[config.mk]
export PLATFORM = sky130hd
export DESIGN_NAME = i2s_frame_timer
export DESIGN_NICKNAME = d
export VERILOG_FILES = /design/src/rtl/i2s_pkg.sv /design/src/rtl/i2s_frame_timer_bclk_divider.sv /design/src/rtl/i2s_frame_timer.sv
export SDC_FILE = /design/constraint.sdc
export NUM_CORES = 1
export LEC_CHECK = 0
export CAP_MARGIN = 20
export CELL_PAD_IN_SITES_DETAIL_PLACEMENT = 0
export CELL_PAD_IN_SITES_GLOBAL_PLACEMENT = 2
export CORE_MARGIN = 2
export CORE_UTILIZATION = 25
export CTS_CLUSTER_DIAMETER = 150
export DETAILED_ROUTE_END_ITERATION = 16
export GPL_ROUTABILITY_DRIVEN = 0
export PLACE_DENSITY_LB_ADDON = 0.1
export SLEW_MARGIN = 25
export SYNTH_ARGS = -nofsm -noshare
export SYNTH_HDL_FRONTEND = slang
export SYNTH_SLANG_ARGS = --single-unit
[constraint.sdc]
create_clock -name clk -period 1.78 [get_ports clk]
set_input_delay 0.178 -clock clk [delete_from_list [all_inputs] [get_ports clk]]
set_output_delay 0.178 -clock clk [all_outputs]
set_load 0.02 [all_outputs]
[src/rtl/i2s_pkg.sv]
// Shared constants and state type for the I2S frame timer.
package i2s_pkg;

    localparam int unsigned BIT_COUNT_W         = 5;
    localparam int unsigned WORD_BITS           = 32;
    localparam int unsigned DIV_CNT_W           = 8;
    localparam int unsigned CLK_DIV_DEFAULT     = 4;
    localparam int unsigned FRAME_CNT_W_DEFAULT = 16;

    typedef enum logic [1:0] {
        IDLE = 2'd0,
        RUN  = 2'd1,
        STOP = 2'd2
    } state_e;

endpackage

[src/rtl/i2s_frame_timer_bclk_divider.sv]
// Divides clk into bclk; flags the clk in which bclk toggles up or down.
module bclk_divider
    import i2s_pkg::*;
#(
    parameter int unsigned CLK_DIV = CLK_DIV_DEFAULT
) (
    input  logic i_clk,
    input  logic i_rst,
    input  logic i_en,
    output logic o_bclk,
    output logic o_rise_c,
    output logic o_fall_c
);

    logic [DIV_CNT_W-1:0] r_div_cnt;
    logic                 r_bclk;
    logic                 w_tc;

    assign w_tc     = i_en && (r_div_cnt == DIV_CNT_W'(CLK_DIV - 1));
    assign o_rise_c = w_tc && !r_bclk;
    assign o_fall_c = w_tc && r_bclk;
    assign o_bclk   = r_bclk;

    // Held at zero while disabled so every run starts from a clean phase.
    always_ff @(posedge i_clk or posedge i_rst) begin
        if (i_rst) begin
            r_div_cnt <= '0;
            r_bclk    <= 1'b0;
        end else if (!i_en) begin
            r_div_cnt <= '0;
            r_bclk    <= 1'b0;
        end else if (w_tc) begin
            r_div_cnt <= '0;
            r_bclk    <= ~r_bclk;
        end else begin
            r_div_cnt <= r_div_cnt + DIV_CNT_W'(1);
        end
    end

endmodule

[src/rtl/i2s_frame_timer.sv]
// I2S bit/word clock generator with bit counter and serial-data sampler.
// Define I2S_FRAME_COUNT_EN to build the completed-stereo-frame counter.
module i2s_frame_timer
    import i2s_pkg::*;
#(
    parameter int unsigned CLK_DIV     = CLK_DIV_DEFAULT,
    parameter int unsigned FRAME_CNT_W = FRAME_CNT_W_DEFAULT
) (
    input  logic                   clk,
    input  logic                   reset,
    input  logic                   run,
    input  logic                   sdata_in,
    output logic                   bclk,
    output logic                   lrclk,
    output logic [BIT_COUNT_W-1:0] bit_count,
    output logic                   bit_tick,
    output logic                   sdata_s,
    output logic                   busy,
    output logic [FRAME_CNT_W-1:0] frame_count
);

    state_e                 r_state;
    logic                   r_lrclk;
    logic [BIT_COUNT_W-1:0] r_bit_count;
    logic                   r_bit_tick;
    logic                   r_sdata_s;
    logic                   r_busy;
    logic                   w_en;
    logic                   w_bclk;
    logic                   w_rise;
    logic                   w_fall;
    logic                   w_wrap;

    assign w_en   = (r_state != IDLE);
    assign w_wrap = w_fall && r_lrclk &&
                    (r_bit_count == BIT_COUNT_W'(WORD_BITS - 1));

    bclk_divider #(
        .CLK_DIV (CLK_DIV)
    ) u_div (
        .i_clk    (clk),
        .i_rst    (reset),
        .i_en     (w_en),
        .o_bclk   (w_bclk),
        .o_rise_c (w_rise),
        .o_fall_c (w_fall)
    );

    // Pulses only occur while enabled, so IDLE naturally holds everything at zero.
    always_ff @(posedge clk or posedge reset) begin
        if (reset) begin
            r_state     <= IDLE;
            r_lrclk     <= 1'b0;
            r_bit_count <= '0;
            r_bit_tick  <= 1'b0;
            r_sdata_s   <= 1'b0;
            r_busy      <= 1'b0;
        end else begin
            r_bit_tick <= w_rise;
            if (w_rise) begin
                r_sdata_s <= sdata_in;
            end
            if (w_fall) begin
                r_bit_count <= r_bit_count + BIT_COUNT_W'(1);
                if (r_bit_count == BIT_COUNT_W'(WORD_BITS - 1)) begin
                    r_lrclk <= ~r_lrclk;
                end
            end
            unique case (r_state)
                IDLE: begin
                    if (run) begin
                        r_state <= RUN;
                        r_busy  <= 1'b1;
                    end
                end
                RUN: begin
                    if (!run) begin
                        r_state <= STOP;
                    end
                end
                STOP: begin
                    // Re-assertion wins so a late restart never loses a frame.
                    if (run) begin
                        r_state <= RUN;
                    end else if (w_wrap) begin
                        r_state     <= IDLE;
                        r_busy      <= 1'b0;
                        r_sdata_s   <= 1'b0;
                        r_bit_count <= '0;
                        r_lrclk     <= 1'b0;
                    end
                end
                default: begin
                    r_state <= IDLE;
                    r_busy  <= 1'b0;
                end
            endcase
        end
    end

`ifdef I2S_FRAME_COUNT_EN
    logic [FRAME_CNT_W-1:0] r_frame_count;

    always_ff @(posedge clk or posedge reset) begin
        if (reset) begin
            r_frame_count <= '0;
        end else if (w_wrap) begin
            r_frame_count <= r_frame_count + FRAME_CNT_W'(1);
        end
    end

    assign frame_count = r_frame_count;
`else
    assign frame_count = '0;
`endif

    assign bclk      = w_bclk;
    assign lrclk     = r_lrclk;
    assign bit_count = r_bit_count;
    assign bit_tick  = r_bit_tick;
    assign sdata_s   = r_sdata_s;
    assign busy      = r_busy;

endmodule
### After elaboration in Yosys (flattened, before gate mapping)

Cells that the tools add are included.

| word-level totals | value |
|---|---|
| register bits after elaboration | 20 |
| output and inout bits | 26 |
| word-level logic and storage cells | 59 |
| input bits | 4 |

| operators by class | value |
|---|---|
| $add $sub $neg | 2 |
| reductions and logical operators | 10 |
| bitwise gates (word level) | 3 |
| equality and inequality tests | 10 |
| mux-type cells | 26 |

Operators with widths:

| operator | count |
|---|---|
| 5-bit 2-to-1 mux | 4 |
| 8-bit 2-to-1 mux | 2 |
| 1-bit 2-to-1 mux | 14 |
| 2-bit inequality test, second input constant | 5 |
| 8-bit by 1-bit adder with 8-bit output, second input constant | 1 |
| 8-bit by 2-bit equality test with 1-bit output, second input constant | 1 |
| 2-bit 2-to-1 mux | 4 |
| 2-bit one-hot mux with 3 select lines | 1 |
| 5-bit by 1-bit adder with 5-bit output, second input constant | 1 |
| 5-bit equality test, second input constant | 1 |
| 1-bit logical AND | 5 |
| 4-bit AND reduction | 1 |
| 3-bit inequality test, second input constant | 1 |
| 1-bit inverter | 3 |
| 1-bit one-hot mux with 3 select lines | 1 |
| 3-bit AND reduction | 1 |
| 2-bit by 1-bit equality test with 1-bit output, second input constant | 1 |
| 2-bit equality test, second input constant | 1 |
| 2-bit zero test | 1 |
| 2-bit nonzero test | 1 |
| 1-bit zero test | 1 |

### Longest topological paths before layout

| depth | value |
|---|---|
| word-level depth | 8 |
| mapped depth | 7 |
| depth with buffers taken out | 7 |

### Hierarchy

A second synthesis with hierarchy kept.

| second synthesis, totals | value |
|---|---|
| cell total of the unflattened synthesis | 107 |
| area, all modules | 1082.3 sq um |

By module, submodules not included:

| module | sequential area each (sq um) | area each (sq um) | instances | cells an instance |
|---|---|---|---|---|
| i2s_frame_timer | 275.3 | 639.4 | 1 | 60 |
| bclk_divider | 225.2 | 442.9 | 1 | 47 |

### Least setup slack after synthesis

Ideal clock, no wire load.

| path | value |
|---|---|
| path type | register to register |
| start | register r_bit_count[0] (netlist: bit_count[0]) |
| end | register r_bit_count[0] (netlist: bit_count[0]) |
| setup slack | 11 ps |
| clock period less this slack | 1769 ps |
| required time | 1716 ps |
| stages on the path, launching flop included | 8 |
| buffers on the path | 0 |
| data arrival time | 1705 ps |
| library setup time | 64 ps |
| path through | dfrtp_1 > ha_1 > and3_1 > ha_1 > and3b_1 > nand2_1 > nor3b_1 > a21o_1 |

| between the ends | value |
|---|---|
| cells in the longest elaborated chain, start to end | 5 |
| elaborated cells between the ends (all ways) | 7 |

Ends and longest elaborated chain:

| element | RTL line | text |
|---|---|---|
| start: declaration | i2s_frame_timer.sv:24 | `logic [BIT_COUNT_W-1:0] r_bit_count;` |
| start signal: assignment | i2s_frame_timer.sv:64 | `r_bit_count <= r_bit_count + BIT_COUNT_W'(1);` |
| 5-bit by 1-bit adder with 5-bit output / 5-bit equality test (equally long branches) | i2s_frame_timer.sv:64, i2s_frame_timer.sv:36 |  |
| 5-bit 2-to-1 mux / 1-bit logical AND (equally long branches) | i2s_frame_timer.sv:63, i2s_frame_timer.sv:35 |  |
| 5-bit 2-to-1 mux | i2s_frame_timer.sv:85 | `end else if (w_wrap) begin` |
| 5-bit 2-to-1 mux | i2s_frame_timer.sv:83 | `if (run) begin` |
| 5-bit 2-to-1 mux (*) | i2s_frame_timer.sv:69 | `unique case (r_state)` |

Every way passes the cells marked *; elsewhere a longest branch is shown, timed or not.
A chain may end at the register's enable or synchronous reset.

### Worst setup path after layout

Same ends and word-level chain as after synthesis.

==> results.md <==
Routing:
- The violation count after the first detailed-route iteration is 20.
- The mean routed wirelength per cell is 11.6 µm.
- In the routed design, unresolved DRC markers number 0.
- The iteration count of the initial detailed-routing pass is 4.
- The ratio of routed vias to standard cells is just over 4.
- The remaining antenna violation count after routing is 0.
- The total via count after detailed routing is 773.
- Summed over all layers, the routed wires come to roughly 2.2 mm.

Power and ir drop:
- The proportion of power drawn by combinational gates is between 30% and 40%.
- Across the VDD grid, the largest voltage drop is 0.500 mV.
- The net load switching power is between 600 and 700 µW.
- The clock share of power is approximately a quarter.
- The total power per unit cell area is around 1300 mW/mm².
- The design internal power is about 1200 µW.
- Net switching is ~34% of the power.
- In this run the static leakage power is 0.000645 µW.
- Registers are responsible for a little under two fifths of the overall power.

Timing:
- The number of hold violations in the final report is 0.
- The worst hold margin is roughly 0.26 ns.
- The clock period minus worst slack is between 1.5 and 2 ns.
- The count of final max-slew check failures is 0.
- Timing would allow up to approximately 600 MHz.
- Setup slack on the critical path of the routed design comes to about 0.11 ns.
- The final setup violation count is 0.
- The worst setup skew after layout is around 0.0034 ns.
- Setup repair after global routing left no endpoint under its margin.
- The ratio of final minimum period to clock period is between 90% and 100%.
- After routing, the total negative slack on setup checks comes to 0 ns.

Finish:
- The synthesis-to-finish area growth is 23.0%.
- After filler insertion, the fill cell instance count of the layout stands at ~470.
- The sequential cell area is approximately 500 µm².
- Of the cells placed in the final design, the portion with a size suffix greater than 1 is between 10 and 15%.
- The area of the multi-input gates is about 500 µm².
- At the end of the flow, the number of nets in the layout was ~140.
- The number of antenna cells inserted is 0.
- After routing the design area is around 0.0014 mm².
- The finished layout holds around 190 standard cells, fillers aside.

GRT:
- The overall fraction of global-route tracks in use is a little under a tenth.
- The number of global-route vias before repair is roughly 740.
- The largest net degree at the start of global routing is 21.
- The first-pass GRT wire length is about 3.7 mm.
- The aggregate global routing overflow is 0.
- The number of antenna violations at the first check in global routing is 0.

Synth:
- The sequential element share of the synthesized area is a little under half.
- The post-synthesis register bit count is 20.
- The warning count from the yosys run is 0.
- The synthesized instance count is between 100 and 150.
- In this run the cell area of the synthesized design comes to around 0.0011 mm².
- Averaged over all synthesized cells, the footprint is slightly below 10 µm².
- The synthesized netlist contains 30 unique library cells.

Critical path:
- The worst path required time is roughly 2 ns.
- The critical path's slowest cell is sky130_fd_sc_hd__dfrtp_1.
- The largest single stage delay on the critical path is roughly 0.4 ns.
- Counting buffers and inverters, the worst setup path is 7 cells deep.
- Of all nets on the critical path, the largest fanout is 6.
- The largest delay contributor family on the critical path is simple AND/OR/NAND/NOR gates.
- The cell occurring most often along the worst timing path is sky130_fd_sc_hd__ha_1.
- The slack of the worst reg-to-reg path is 0.11 ns.
- The critical path is of the flip-flop to flip-flop type.
- STA classifies the critical path endpoint as a flip-flop.
- Walking the worst path, the cells encountered are ha_1 > and3_1 > ha_1 > and3b_1 > nand2_2 > nor3b_1 > a21o_1.
- The depth of the worst register-to-register path is 7.
- Data arrives at the worst endpoint at 1.87 ns.
- The worst setup path is launched from a flip-flop.
- The number of buffer and inverter instances along the worst setup path is 0.

CTS:
- The clock insertion delay at the later pin of the skew report is ~0.26 ns.
- The number of hold-repair buffers added at the cts stage is 0.
- The sink count of the clock tree is 20.
- Buffers inserted during clock tree synthesis total 3.
- The clock tree from TritonCTS is yes.
- The tree is rooted in a sky130_fd_sc_hd__clkbuf_8.
- The deepest clock path buffer count is 2.
- The number of post-CTS setup repair buffers is 0.
- The count of H-tree levels built during CTS is 1.
- After clock tree synthesis, the clock-pin slew on the worst setup and hold paths is roughly 0.080 ns.

Floorplan:
- The floorplan row count is 24.
- The height of the chip is 70.3 µm.
- For this configuration, the core starts out at a cell density of approximately a quarter.
- The area of the die is about 0.0049 mm².
- The core region is about 0.0043 mm².
- 30 I/O pins were placed.
- The overall die width is around 70 µm.

Place:
- In this run the tool buffered the top-level ports with 13 buffer cells.
- The instance area at placement is 0.00128 mm².
- The half-perimeter wire length of the detailed placement result is roughly 1.6 mm.
- The count of placed standard cells including taps is 183.
- The pre-CTS setup slack is 0.0300 ns.

Min path:
- The path type of the worst min-delay path is primary input to asynchronous set/reset pin.

Flow run:
- The number of max-cap violations is 0.

Run status:
- The flow ran to the end, and the final reports show no timing, DRC or antenna violations.
## area by class of cell
type | count | share of cell area [%]
repair buffers | 20 | 13.5
clock inverters | 1 | 2.22
inverters | 5 | 1.39
clock buffers | 3 | 3.06
well taps | 52 | 4.82
flip-flops and latches | 20 | 37.1
multi-input cells | 86 | 37.9
## worst register-to-register path: stages, from the launching register on
cell and delay [ns]:
sky130_fd_sc_hd__dfrtp_1 0.39, sky130_fd_sc_hd__ha_1 0.21, sky130_fd_sc_hd__and3_1 0.18, sky130_fd_sc_hd__ha_1 0.18, sky130_fd_sc_hd__and3b_1 0.20, sky130_fd_sc_hd__nand2_2 0.15, sky130_fd_sc_hd__nor3b_1 0.21, sky130_fd_sc_hd__a21o_1 0.10
## power groups by stage
stage,sequential (µW),combinational [µW],clock [µW]
after global placement,670,692,0
after detailed placement,670,684,0
after global routing,682,755,500
after CTS,663,687,477
after floorplan,741,331,0
final,661,677,450
## layout by cell type (no fill, tap or decap)
cell type | synthesis | routed
sky130_fd_sc_hd__buf_4 | 16 | 7
sky130_fd_sc_hd__conb_1 | 1 | 16
sky130_fd_sc_hd__bufinv_16 | 0 | 1
sky130_fd_sc_hd__xor2_1 | 7 | 7
sky130_fd_sc_hd__and2b_2 | 1 | 1
sky130_fd_sc_hd__o21ai_0 | 6 | 6
sky130_fd_sc_hd__inv_1 | 5 | 5
sky130_fd_sc_hd__o31ai_1 | 1 | 1
sky130_fd_sc_hd__o22ai_1 | 2 | 2
sky130_fd_sc_hd__nand2b_4 | 1 | 1
sky130_fd_sc_hd__a21o_1 | 1 | 1
sky130_fd_sc_hd__xnor2_1 | 1 | 1
sky130_fd_sc_hd__and3_2 | 1 | 1
sky130_fd_sc_hd__nor2_1 | 10 | 10
sky130_fd_sc_hd__nand2_1 | 9 | 8
sky130_fd_sc_hd__dfrtp_1 | 20 | 20
sky130_fd_sc_hd__nor4b_4 | 1 | 1
sky130_fd_sc_hd__clkdlybuf4s50_1 | 0 | 13
sky130_fd_sc_hd__or2_2 | 1 | 1
sky130_fd_sc_hd__a21boi_0 | 2 | 2
sky130_fd_sc_hd__o311ai_1 | 1 | 1
sky130_fd_sc_hd__nor3b_1 | 1 | 1
sky130_fd_sc_hd__and3b_1 | 1 | 1
sky130_fd_sc_hd__nand3_1 | 6 | 6
sky130_fd_sc_hd__clkbuf_8 | 0 | 3
sky130_fd_sc_hd__nand4_1 | 2 | 2
sky130_fd_sc_hd__o22a_1 | 1 | 1
sky130_fd_sc_hd__nand2_2 | 0 | 1
sky130_fd_sc_hd__ha_1 | 3 | 3
sky130_fd_sc_hd__nor3_1 | 2 | 2
sky130_fd_sc_hd__nand2b_1 | 2 | 2
sky130_fd_sc_hd__and3_1 | 3 | 3
sky130_fd_sc_hd__a21oi_1 | 4 | 4
## final timing paths
check                                            start                      endpoint
worst max-delay path            bit_count[0]$_DFF_PP0_        bit_count[0]$_DFF_PP0_
worst max register to register  bit_count[0]$_DFF_PP0_        bit_count[0]$_DFF_PP0_
min in group clk                       lrclk$_DFF_PP0_               lrclk$_DFF_PP0_
worst min register to register         lrclk$_DFF_PP0_               lrclk$_DFF_PP0_
max in group asynchronous                        reset        bit_count[1]$_DFF_PP0_
worst min-delay path                             reset  u_div.r_div_cnt[4]$_DFF_PP0_
## Yosys cell counts
cell type	n	area, µm²
sky130_fd_sc_hd__xor2_1	7	61.3
sky130_fd_sc_hd__and2b_2	1	8.76
sky130_fd_sc_hd__o22ai_1	2	12.5
sky130_fd_sc_hd__inv_1	5	18.8
sky130_fd_sc_hd__nand4_1	2	12.5
sky130_fd_sc_hd__nand2_1	9	33.8
sky130_fd_sc_hd__nand3_1	6	30.0
sky130_fd_sc_hd__nand2b_1	2	12.5
sky130_fd_sc_hd__o21ai_0	6	30.0
sky130_fd_sc_hd__ha_1	3	37.5
sky130_fd_sc_hd__dfrtp_1	20	500
sky130_fd_sc_hd__o311ai_1	1	8.76
sky130_fd_sc_hd__xnor2_1	1	8.76
sky130_fd_sc_hd__or2_2	1	6.26
sky130_fd_sc_hd__buf_2	1	5.00
sky130_fd_sc_hd__and3b_1	1	8.76
sky130_fd_sc_hd__conb_1	1	3.75
sky130_fd_sc_hd__and3_1	3	18.8
sky130_fd_sc_hd__a21o_1	1	7.51
sky130_fd_sc_hd__o22a_1	1	8.76
sky130_fd_sc_hd__o31ai_1	1	7.51
sky130_fd_sc_hd__nor3b_1	1	7.51
sky130_fd_sc_hd__nor2_1	10	37.5
sky130_fd_sc_hd__buf_4	16	120
sky130_fd_sc_hd__nor4b_4	1	23.8
sky130_fd_sc_hd__a21oi_1	4	20.0
sky130_fd_sc_hd__nor3_1	2	10.0
sky130_fd_sc_hd__and3_2	1	7.51
sky130_fd_sc_hd__nand2b_4	1	13.8
sky130_fd_sc_hd__a21boi_0	2	15.0
## layer usage
metal	vias up	global-route usage (%)	wire [µm]
met5	-	0	0
met2	8	15.2	1110
met4	0	3.21	21
li1	396	-	-
met3	2	3.46	70
met1	367	12.1	970
## flip-flops by register name, summed over array words and instances, names as in the netlist
signal           count
bit_count            5
bit_tick             1
busy                 1
lrclk                1
r_state              2
sdata_s              1
u_div.o_bclk         1
u_div.r_div_cnt      8
## what timing repair did
| action | CTS | global route |
|---|---|---|
| resized for setup | 0 | 1 |
| endpoints found under the setup margin | 0 | 5 |
| endpoints found under the hold margin | 0 | 0 |
## cells by family (layout without fill, tap and decap cells)
group	Yosys count	in the layout	synth area share (%)
DFF	20	20	45.6
AOI/OAI and AO/OA	18	18	10.0
and+or+nand+nor	41	41	21.1
other	1	16	0.342
buffers and inverters	22	29	13.1
adders and majority gates	3	3	3.42
xor gates and xnor gates	8	8	6.39
## metrics by stage
step | util, % | power, µW
floorplan | - | 1070
global placement | 29.7 | 1360
detailed placement | 29.7 | 1350
CTS | 31.4 | 1830
global route | 31.4 | 1940
finish | 31.4 | 1790
Note: power is estimated with default switching activity, not from simulation.
==> patch 1: new RTL, same settings <==
Add a define of `I2S_FRAME_COUNT_EN`.
--- a/src/rtl/i2s_frame_timer.sv
+++ b/src/rtl/i2s_frame_timer.sv
@@ -1,4 +1,6 @@
 // I2S bit/word clock generator with bit counter and serial-data sampler.
 // Define I2S_FRAME_COUNT_EN to build the completed-stereo-frame counter.
+`define I2S_FRAME_COUNT_EN
+
 module i2s_frame_timer
     import i2s_pkg::*;
Behaviour: same outputs for any inputs over 10 cycles, from zero or initial values and one cycle with reset high; that may be too few to reach the edited logic, so the function may still have changed.
==> patch 1 against the original RTL <==
  * The flow now finishes with violations (setup timing)
  * Clock power up 23%
  * Wire length up 88%
  * Worst setup slack worse by 350 ps
  * Combinational power up 65%
  * Largest power group unchanged
  * Sequential cell count up 16
  * Largest cell class is now sequential cells
  * Area after synthesis up 49%
  * Cell area up 82%
  * Total power up 51%
  * Critical path depth down 2
  * Count of clock-buffer cells in the layout up 3
  * First-iteration DRC count rose to 2.9 times the old value
  * Final cell count up 56%
  * Global-route usage up 2.2 points
  * Highest routed layer unchanged
==> patch 1: results (changes against the original RTL) <==
stage	metric	value	unit	change
worst_hold_path	min_path_type	primary input to async pin		
logic_synthesis	synth_compound_area_share	3.13	%	-6.9 points
cells_and_area	n_antenna_cell	0		unchanged
critical_path	crit_family	simple AND/OR/NAND/NOR gates		
routing	routedWlPerCell	14.0	um	+21%
logic_synthesis	ys.flop_type	dfrtp_1		
logic_synthesis	synth_cell_type_count	28		-6.7%
cells_and_area	largest_register_ffs	16		+8
sta	finalSetupTns	-2860	ps	-2860 ps
logic_synthesis	synthXorXnorAreaFrac	12.8	%	+6.4 points
place	port_buffers	29		+16
logic_synthesis	synth_nets	157		
logic_synthesis	async_flop_share	100	%	unchanged
sta	setup_ws	-244	ps	-355 ps
pwr	p_leak	0.00107	uW	+66%
routing	num_vias	1343		+74%
logic_synthesis	synthAdderAreaFrac	3.06	%	-0.36 points
critical_path	worst-path-max-fanout	4		-2
critical_path	slowest_delay	540	ps	+150 ps
clock_network	numCtsBuffers	5		+2
global_routing	grt_max_degree	37		+76%
place	place_area	2250	um^2	+76%
global_routing	grt_pass1_wl	6800	um	+85%
clock_network	clk_latency	280	ps	+20 ps
clock_network	cts_max_level	2		+1
critical_path	critPathCaptureType	flip-flop		
clock_network	clk_pin_slew	70	ps	
logic_synthesis	yosys_warnings	0		unchanged
routing	drt_iter0_markers	57		+190%
logic_synthesis	synth_common_cells	36 x dfrtp_1, 16 x nor2_1, 16 x xnor2_1		
run_status	status	complete, but fails checks		
critical_path	reg2reg_depth	5		-2
pwr	ir_worst_vdd	0.000524	V	+4.8%
sta	worst_pin_slew	487	ps	
logic_synthesis	ys_seq_area_share	55.0	%	+9.4 points
clock_network	clockBufferDepth	2		unchanged
critical_path	cp.arrival	2240	ps	+370 ps
global_routing	groute.usage.overall	11.8	%	+2.2 points
global_routing	antenna_found_initial	0		unchanged
run_status	violations	setup timing		
sta	setup_viol	24		+24
logic_synthesis	ys_top_cells_by_area	dfrtp_1 55%, xnor2_1 8.6%, xor2_1 4.3%		
sta	finClkSkew	8.37	ps	+4.93 ps
cells_and_area	drive_gt1_share	29.0	%	+16 points
clock_network	cts_root_buf	clkbuf_8		
critical_path	reg2reg_to	bit_count[3]		
critical_path	cp_slowest_cell	or4_4		
routing	drt_first_pass_iters	4		unchanged
logic_synthesis	synth_mux_area_share	2.52	%	+2.5 points
cells_and_area	final_nets	222		+55%
critical_path	worst_setup_path_startpoint	u_div.r_div_cnt[1]		
place	dp_hpwl	2770	um	+68%
pwr	p_sw	883	uW	+46%
[patch 1: cell types whose count changed after synthesis, moves of 3 or more]
| cell | before | now |
|---|---|---|
| nand4_1 | 2 | 9 |
| nor2_1 | 10 | 16 |
| nand3_1 | 6 | 11 |
| o21ai_0 | 6 | 1 |
| nor4_1 | 0 | 6 |
| xnor2_1 | 1 | 16 |
| dfrtp_1 | 20 | 36 |
| nand2_1 | 9 | 5 |
| clkbuf_1 | 0 | 3 |
| mux2i_1 | 0 | 3 |
| buf_4 | 16 | 0 |
[patch 1: layout make-up]
type,count,area [um^2]
clock inverter,1,5.00
clock buffer,6,72.6
timing repair buffer,64,561
fill,620,3900
multi-input combinational,102,795
sequential,36,903
inverter,5,18.8
tap,77,96.3
[patch 1: routing by layer]
| metal | vias up | track usage, % | part of all wire, % |
|---|---|---|---|
| li1 | 645 | - | - |
| met1 | 666 | 15.8 | 47 |
| met2 | 30 | 18.0 | 48 |
| met3 | 2 | 3.89 | 3.9 |
| met4 | 0 | 3.46 | 0.59 |
| met5 | - | 0 | 0 |
[patch 1: metrics by stage]
stage | cells | power, uW
6_report | 291 | 2700
5_1_grt | 291 | 2900
4_1_cts | 287 | 2570
3_5_place_dp | 280 | 1970
3_3_place_gp | 280 | 1960
2_1_floorplan | 149 | 1490
[patch 1: what timing repair did]
action | in CTS | in global routing
hold endpoints to repair | 0 | 0
hold buffers | 0 | 0
setup endpoints to repair | 24 | 26
buffers inserted | 0 | 3
cloned | 0 | 1
gates resized for setup | 4 | 16
pin swaps | 0 | 6
[patch 1: worst min-delay path: stages]
cell	delay, ps
clkdlybuf4s50_1	390
inv_1	50
buf_4	410
[patch 1: cells by family (layout without fill, tap and decap cells)]
logic type	Yosys count	count (layout)
AOI/OAI and AO/OA	8	8
buffers and inverters	11	76
xor gates and xnor gates	24	24
DFF	36	36
adders and majority gates	4	4
and+or+nand+nor	62	62
muxes	4	4
[patch 1: power by group through the flow]
stage | clock [uW] | combinational, uW | sequential, uW
6_report | 553 | 1120 | 1020
5_1_grt | 634 | 1230 | 1040
4_1_cts | 588 | 969 | 1010
3_5_place_dp | 0 | 946 | 1020
3_3_place_gp | 0 | 941 | 1020
2_1_floorplan | 0 | 343 | 1140
[patch 1: worst min path at each step]
stage | startpoint | endpoint | slack, ps
floorplan | run | r_state[1] | 240
global placement | frame_count[15] | frame_count[15] | 480
detailed placement | frame_count[15] | frame_count[15] | 490
CTS | reset | bit_count[4] | 320
global route | reset | u_div.r_div_cnt[1] | 360
finish | reset | u_div.r_div_cnt[1] | 310
==> patch 2: new RTL, same settings <==
Without the edit above. The 3 states of `state_e` get a one-hot encoding in 3 bits.
--- a/src/rtl/i2s_pkg.sv
+++ b/src/rtl/i2s_pkg.sv
@@ -8,8 +8,8 @@
     localparam int unsigned FRAME_CNT_W_DEFAULT = 16;
 
-    typedef enum logic [1:0] {
-        IDLE = 2'd0,
-        RUN  = 2'd1,
-        STOP = 2'd2
+    typedef enum logic [2:0] {
+        IDLE = 3'b001,
+        RUN  = 3'b010,
+        STOP = 3'b100
     } state_e;
 
Function: no difference found for any inputs over 10 cycles, from zero or initial values and one cycle with reset high; not proved beyond that.
==> patch 2 against the original RTL <==
  * Clock power is 30% lower
  * Sequential cell count up 1
  * Synthesized cell count rose by 5.3%
  * Clock skew grew 0.75 ps
  * Cell area up 25%
  * Critical endpoint is now bit_count[3]
  * The run now ends with setup timing left
  * Highest routed layer unchanged
  * Largest cell class unchanged
  * Total power up 19%
  * Final cell count grew 16%
  * Wire length rose by 16%
  * Area after synthesis is 7.4% higher
  * Worst setup slack worse by 370 ps
==> patch 2: results (changes against the original RTL) <==
stage	metric	value	unit	change
run_status	status	complete, but fails checks		
routing	num_vias	909		+18%
cells_and_area	drive_gt1_share	37.2	%	+25 points
clock_network	clockBufferDepth	2		unchanged
clock_network	cts_setup_buffers	2		+2
logic_synthesis	synthAdderAreaFrac	3.18	%	-0.24 points
global_routing	grt_max_degree	22		+4.8%
clock_network	cts_resized	9		+9
critical_path	reg2reg_to	bit_count[3]		
sta	whs	259	ps	+3.23 ps
routing	drt_iter0_markers	15		-25%
global_routing	grt_pass1_vias	898		+22%
cells_and_area	stdcell_area	1690	um^2	+25%
critical_path	worst-path-max-fanout	4		-2
worst_hold_path	min_path_type	primary input to async pin		
place	dp_hpwl	1840	um	+11%
global_routing	groute.usage.overall	9.84	%	+0.24 points
routing	routedWlPerCell	11.7	um	+0.41%
run_status	violations	setup timing		
logic_synthesis	ys_top_cells_by_area	dfrtp_1 42%, buf_4 10%, nor2_1 5.7%		
routing	wirelength	2520	um	+16%
sta	setup_ws	-263	ps	-373 ps
global_routing	grt_pass1_wl	4020	um	+9.2%
place	place_area	1520	um^2	+19%
cells_and_area	clock_area_share	2.66	%	-2.6 points
logic_synthesis	ys_seq_area_share	44.7	%	-0.92 points
cells_and_area	nFillCells	451		-3.0%
cells_and_area	bufAreaShareNonClock	22.6	%	+9.0 points
cells_and_area	seq_cells	21		+5.0%
logic_synthesis	synthXorXnorAreaFrac	8.17	%	+1.8 points
pwr	p_leak	0.000788	uW	+22%
critical_path	cp.arrival	2230	ps	+360 ps
sta	finClkSkew	4.18	ps	+0.747 ps
cells_and_area	final_nets	172		+20%
cells_and_area	multi_input_area_share	38.9	%	+1.0 points
logic_synthesis	netlist_instances	119		+5.3%
logic_synthesis	synth_common_cells	20 x dfrtp_1, 18 x nor2_1, 16 x buf_4		
critical_path	cp_slowest_cell	or4b_4		
sta	finalSetupTns	-1980	ps	-1980 ps
cells_and_area	n_all_inverters	3		-2
sta	setup_viol	11		+11
logic_synthesis	synth_cell_type_count	36		+20%
place	dp_cells	207		+13%
critical_path	worst_setup_path_startpoint	u_div.r_div_cnt[6]		
==> patch 2: cell types whose count changed after synthesis, moves of 3 or more <==
cell,change
mux2i_1,+3
nand2_1,-6
nor2_1,+8
o21ai_0,-5
xnor2_1,+3
nor2b_1,+4
==> patch 2: power breakdown <==
| part | leakage (uW) | switching [uW] | total [uW] | internal (uW) |
|---|---|---|---|---|
| Combinational | 0.000497 | 556 | 1110 | 552 |
| Clock | 0.0000228 | 153 | 313 | 159 |
| Sequential | 0.000268 | 95.0 | 711 | 616 |
| Total | 0.000788 | 805 | 2130 | 1330 |
==> patch 2: per-layer routing <==
layer / up-vias / GRT usage, % / wire (um)
met5: - / 0 / 0
met4: 0 / 4.32 / 38
met3: 6 / 1.93 / 117
met2: 26 / 16.4 / 1230
met1: 420 / 12.3 / 1140
li1: 457 / - / -
==> patch 2: tightest hold or removal path, stage by stage <==
cell and delay (ps):
clkdlybuf4s50_1 400, inv_1 50, buf_4 280
